<file path="config.mk">
export PLATFORM = sky130hd
export DESIGN_NAME = branch_predictor
export DESIGN_NICKNAME = d
export VERILOG_FILES = /design/src/rtl/bp_pkg.sv /design/src/rtl/bp_btb_array.sv /design/src/rtl/branch_predictor.sv
export SDC_FILE = /design/constraint.sdc
export NUM_CORES = 2
export LEC_CHECK = 0
export BUFFER_PORTS_ARGS = -buffer_cell sky130_fd_sc_hd__buf_2
export CORE_MARGIN = 2
export CORE_UTILIZATION = 35
export DETAILED_ROUTE_END_ITERATION = 6
export PLACE_DENSITY_LB_ADDON = 0.25
export SYNTH_ARGS = -nofsm -noshare
export SYNTH_HDL_FRONTEND = slang
export SYNTH_HIERARCHICAL = 1
export SYNTH_SLANG_ARGS = --single-unit
export TNS_END_PERCENT = 1
</file>
<file path="constraint.sdc">
create_clock -name clk -period 25.5 [get_ports clk]
set_input_delay 0 -clock clk [delete_from_list [all_inputs] [get_ports clk]]
set_output_delay 0 -clock clk [all_outputs]
set_load 0.005 [all_outputs]
</file>
<file path="src/rtl/bp_pkg.sv">
// rtl/bp_pkg.sv - shared counter encodings and saturating update for the branch predictor
package bp_pkg;

  typedef logic [1:0] ctr_t;

  localparam ctr_t SNT = 2'b00;
  localparam ctr_t WNT = 2'b01;
  localparam ctr_t WT  = 2'b10;
  localparam ctr_t ST  = 2'b11;

  localparam ctr_t CTR_RESET = WNT;
  localparam ctr_t CTR_ALLOC = WT;

  function automatic ctr_t sat_update(input ctr_t ctr, input logic taken);
    if (taken) begin
      return (ctr == ST) ? ST : ctr + 2'd1;
    end
    return (ctr == SNT) ? SNT : ctr - 2'd1;
  endfunction

endpackage

</file>
<file path="src/rtl/bp_btb_array.sv">
// rtl/bp_btb_array.sv - direct-mapped BTB storage: one combinational read port, one training write port
// The write port does its own hit check so the caller only supplies the resolved branch.
module bp_btb_array
  import bp_pkg::*;
#(
  parameter int XLEN    = 32,
  parameter int ENTRIES = 16,
  parameter int IDXW    = $clog2(ENTRIES),
  parameter int TAGW    = XLEN - IDXW - 2
) (
  input  logic            clk,
  input  logic            reset,
  input  logic [IDXW-1:0] rd_idx,
  input  logic [TAGW-1:0] rd_tag,
  output logic            rd_hit,
  output logic [1:0]      rd_ctr,
  output logic [XLEN-1:0] rd_target,
  input  logic            wr_en,
  input  logic [IDXW-1:0] wr_idx,
  input  logic [TAGW-1:0] wr_tag,
  input  logic            wr_taken,
  input  logic [XLEN-1:0] wr_target,
  output logic            wr_hit
);

  logic            valid_q  [ENTRIES];
  logic [TAGW-1:0] tag_q    [ENTRIES];
  logic [XLEN-1:0] target_q [ENTRIES];
  ctr_t            ctr_q    [ENTRIES];
  logic            valid_d  [ENTRIES];
  logic [TAGW-1:0] tag_d    [ENTRIES];
  logic [XLEN-1:0] target_d [ENTRIES];
  ctr_t            ctr_d    [ENTRIES];

  // Reads come straight from the registered arrays: a same-cycle write is not bypassed.
  assign rd_hit    = valid_q[rd_idx] && (tag_q[rd_idx] == rd_tag);
  assign rd_ctr    = ctr_q[rd_idx];
  assign rd_target = target_q[rd_idx];
  assign wr_hit    = valid_q[wr_idx] && (tag_q[wr_idx] == wr_tag);

  always_comb begin
    valid_d  = valid_q;
    tag_d    = tag_q;
    target_d = target_q;
    ctr_d    = ctr_q;
    if (wr_en) begin
      if (wr_hit) begin
        ctr_d[wr_idx] = sat_update(ctr_q[wr_idx], wr_taken);
        if (wr_taken) begin
          target_d[wr_idx] = wr_target;
        end
      end else if (wr_taken) begin
        valid_d[wr_idx]  = 1'b1;
        tag_d[wr_idx]    = wr_tag;
        target_d[wr_idx] = wr_target;
        ctr_d[wr_idx]    = CTR_ALLOC;
      end
    end
  end

  always_ff @(posedge clk or posedge reset) begin
    if (reset) begin
      for (int i = 0; i < ENTRIES; i++) begin
        valid_q[i]  <= 1'b0;
        tag_q[i]    <= '0;
        target_q[i] <= '0;
        ctr_q[i]    <= CTR_RESET;
      end
    end else begin
      valid_q  <= valid_d;
      tag_q    <= tag_d;
      target_q <= target_d;
      ctr_q    <= ctr_d;
    end
  end

endmodule

</file>
<file path="src/rtl/branch_predictor.sv">
// rtl/branch_predictor.sv - fetch-side BTB predictor with mispredict/redirect generation
// Optional performance counters are enabled with BRANCH_PREDICTOR_PERF_EN.
module branch_predictor
  import bp_pkg::*;
#(
  parameter int XLEN    = 32,
  parameter int ENTRIES = 16,
  parameter int IDXW    = $clog2(ENTRIES)
) (
  input  logic            clk,
  input  logic            reset,
  input  logic [XLEN-1:0] if_pc,
  output logic            pred_taken,
  output logic [XLEN-1:0] pred_target,
  input  logic            upd_valid,
  input  logic [XLEN-1:0] upd_pc,
  input  logic            upd_taken,
  input  logic [XLEN-1:0] upd_target,
  input  logic            upd_pred_taken,
  input  logic [XLEN-1:0] upd_pred_target,
  output logic            mispredict,
  output logic [XLEN-1:0] redirect_pc
`ifdef BRANCH_PREDICTOR_PERF_EN
  ,
  output logic [31:0]     perf_branches,
  output logic [31:0]     perf_mispredicts,
  output logic [31:0]     perf_btb_hits
`endif
);

  localparam int TAGW = XLEN - IDXW - 2;

  logic            rd_hit;
  logic [1:0]      rd_ctr;
  logic [XLEN-1:0] rd_target;
  logic            upd_hit;
  logic            miss_dir;
  logic            miss_tgt;
  logic            unused_bits;

  bp_btb_array #(
    .XLEN    (XLEN),
    .ENTRIES (ENTRIES),
    .IDXW    (IDXW),
    .TAGW    (TAGW)
  ) u_btb (
    .clk       (clk),
    .reset     (reset),
    .rd_idx    (if_pc[IDXW+1:2]),
    .rd_tag    (if_pc[XLEN-1:IDXW+2]),
    .rd_hit    (rd_hit),
    .rd_ctr    (rd_ctr),
    .rd_target (rd_target),
    .wr_en     (upd_valid),
    .wr_idx    (upd_pc[IDXW+1:2]),
    .wr_tag    (upd_pc[XLEN-1:IDXW+2]),
    .wr_taken  (upd_taken),
    .wr_target (upd_target),
    .wr_hit    (upd_hit)
  );

  assign unused_bits = ^{if_pc[1:0], upd_pc[1:0], upd_hit};

  // The mispredict path is purely combinational, so it must be masked while reset is held.
  always_comb begin
    pred_taken  = !reset && rd_hit && rd_ctr[1];
    pred_target = pred_taken ? rd_target : '0;
    miss_dir    = upd_taken != upd_pred_taken;
    miss_tgt    = upd_taken && upd_pred_taken && (upd_target != upd_pred_target);
    mispredict  = !reset && upd_valid && (miss_dir || miss_tgt);
    redirect_pc = '0;
    if (mispredict) begin
      redirect_pc = upd_taken ? upd_target : upd_pc + XLEN'(4);
    end
  end

`ifdef BRANCH_PREDICTOR_PERF_EN
  logic [31:0] branches_q, branches_d;
  logic [31:0] mispredicts_q, mispredicts_d;
  logic [31:0] hits_q, hits_d;

  always_comb begin
    branches_d    = branches_q + {31'd0, upd_valid};
    mispredicts_d = mispredicts_q + {31'd0, mispredict};
    hits_d        = hits_q + {31'd0, upd_valid && upd_hit};
  end

  always_ff @(posedge clk or posedge reset) begin
    if (reset) begin
      branches_q    <= '0;
      mispredicts_q <= '0;
      hits_q        <= '0;
    end else begin
      branches_q    <= branches_d;
      mispredicts_q <= mispredicts_d;
      hits_q        <= hits_d;
    end
  end

  assign perf_branches    = branches_q;
  assign perf_mispredicts = mispredicts_q;
  assign perf_btb_hits    = hits_q;
`endif

endmodule

</file>
==> flow_summary.ini <==
[clocking]
cts_made_buffers = 109
clk_pin_slew_worst_paths_ps = 60
cts_sinks = 976
cts_setup_buffers = 0
worstSkewPairLatency_ps = 750
h-tree-depth = 3
clockBufferDepth = 3
tritoncts = built
cts_root_buffer = clkbuf_16
cts_resized = 0

[routing]
detail-route-antenna-nets = 0
wl_per_cell_um = 28.5
vias = 30800
wl_um = 155000
drc = 0
via_per_inst = 5.66
drtIter0Drc = 2486
drt_pass1_iterations = 5

[synthesis]
netlist_area_um2 = 50800
syn_avg_cell_area_um2 = 15.3
syn_nets = 3454
synth_cells = 3319
yosys_warnings = 6

[grt]
grt-ovfl-total = 0
grt_antenna_before_repair = 7
grt_use_total_pct = 21.0
grt_pass1_wl_um = 229000
grt_pass1_vias = 32100
grt_max_degree = 163

[floorplan]
rows = 139
die_x_um = 385
dieArea_um2 = 148000
ioPinCount = 199
core_um2 = 144000
initial_core_util_pct = 35.3
die_y_um = 385

[sta]
drv_slew = 0
hold_viol_final = 0
rsz0062_at_grt = false
period_share_pct = 25.2
setup_viol = 0
worstMarginPinSlew_ps = 1140
relSlewSlack_pct = 23.3
finClkSkew_ps = 54.2
timing.setup.tns_ps = 0
fin_crit_ps = 6420
holdWs_ps = 33.4
fmax_mhz = 156

[setup_path]
worstRegToRegCells = 11
worst_setup_path_start_kind = primary input
path_cells = buf_8 > buf_4 > buf_4 > mux4_2 > mux4_2 > xnor2_1 > nand4_1 > or4_1 > nor4_2 > nand2_1 > nor2_4 > and2_1 > buf_2
cp_num_buf_inv = 4
cp_slowest_cell = nor4_2
critPathRequiredTime_ps = 25500
path_class = primary input to output port
cp.arrival_ps = 6420
cpPeakStageDelay_ps = 770
reg2reg_to = u_btb/tag_q[390]$_DFFE_PP0P_
rrSetupSlack_ps = 20520
worst-path-max-fanout = 80
crit_cells = 13
r2r_start = u_btb/tag_q[12]$_DFFE_PP0P_
cpLargestDelayFamily = simple AND/OR/NAND/NOR gates
endpoint_kind = output port

[final_layout]
final_area_um2 = 57500
drive_gt1_share_pct = 52.1
area_growth_pct = 13.3
fin_nets = 3587
nFillCells = 13300
final_common_cell = dfrtp_1
finish.utilization_pct = 40.0
final_cell_mix = 960 x dfrtp_1, 895 x mux2_2, 397 x mux4_2

[power_and_ir_drop]
powerDensity_nw_per_um2 = 78.5
leakage_nw = 24.8
ir_drop_mv = 0.0557

[placed_design]
place_area_um2 = 53300
gp_congestion = 0.811
portBuffers = 196
place_hpwl_um = 90400

[run_status]
status = complete, no violations

[run]
max_cap_violations = 0

[hold_path]
worstHoldPathType = primary input to asynchronous set/reset pin
-- area by class of cell --
class	instances	area (um^2)	area share [%]
multi-input cells	2013	24800	43.1
flip-flops and latches	976	24400	42.5
clock buffers	169	3280	5.71
well taps	1903	2380	4.14
repair buffers	325	2170	3.78
clock inverters	28	340	0.592
inverters	27	105	0.183
diodes	5	12.5	0.0218
-- per-stage QoR --
stage	setup slack [ps]	power, mW	std cells
global placement	18820	2.91	5183
detailed placement	18820	2.94	5183
CTS	18830	4.56	5441
finish	19080	4.52	5446
floorplan	12070	2.69	3319
global route	18760	4.72	5441
-- what timing repair did --
item	4_1_cts	5_1_grt
endpoints found under the hold margin	966	0
endpoints found under the setup margin	0	0
hold buffers	61	0
-- per-layer routing --
metal	vias up	share of wire [%]	wire [um]	track usage, %
met5	-	0.014	21	0
li1	12900	-	-	-
met2	875	46	71800	32.8
met1	16900	45	70400	30.1
met4	4	2.2	3390	5.15
met3	198	6.0	9320	4.12
-- state kept, by name, indices dropped and copies added, names as in the netlist --
signal          count
u_btb/target_q    512
u_btb/tag_q       416
u_btb/ctr_q        32
u_btb/valid_q      16
-- worst max-delay path by stage --
stage,from,endpoint,slack (ps)
floorplan,reset,u_btb/ctr_q[11]$_DFFE_PP0P_,12070
global placement,upd_pc[3],u_btb/tag_q[413]$_DFFE_PP0P_,18820
detailed placement,upd_pc[3],u_btb/tag_q[390]$_DFFE_PP0P_,18820
CTS,if_pc[2],pred_target[23],18830
global route,if_pc[2],pred_target[23],18760
finish,if_pc[2],pred_target[23],19080
-- worst reg2reg max path: cells and delay by family (launching register included) --
family                 cells  cell delay (ps)
AO/OA/AOI/OAI              1              420
AND/OR/NAND/NOR            4             1620
multiplexers               3             1060
XOR/XNOR                   1              450
flip-flops                 1              400
buffers and inverters      2              870
-- power by group --
group / switching (mW) / internal (mW)
clock network: 0.665 / 0.932
registers: 0.181 / 1.85
logic: 0.359 / 0.523
Note: power is estimated with default switching activity, not from simulation.
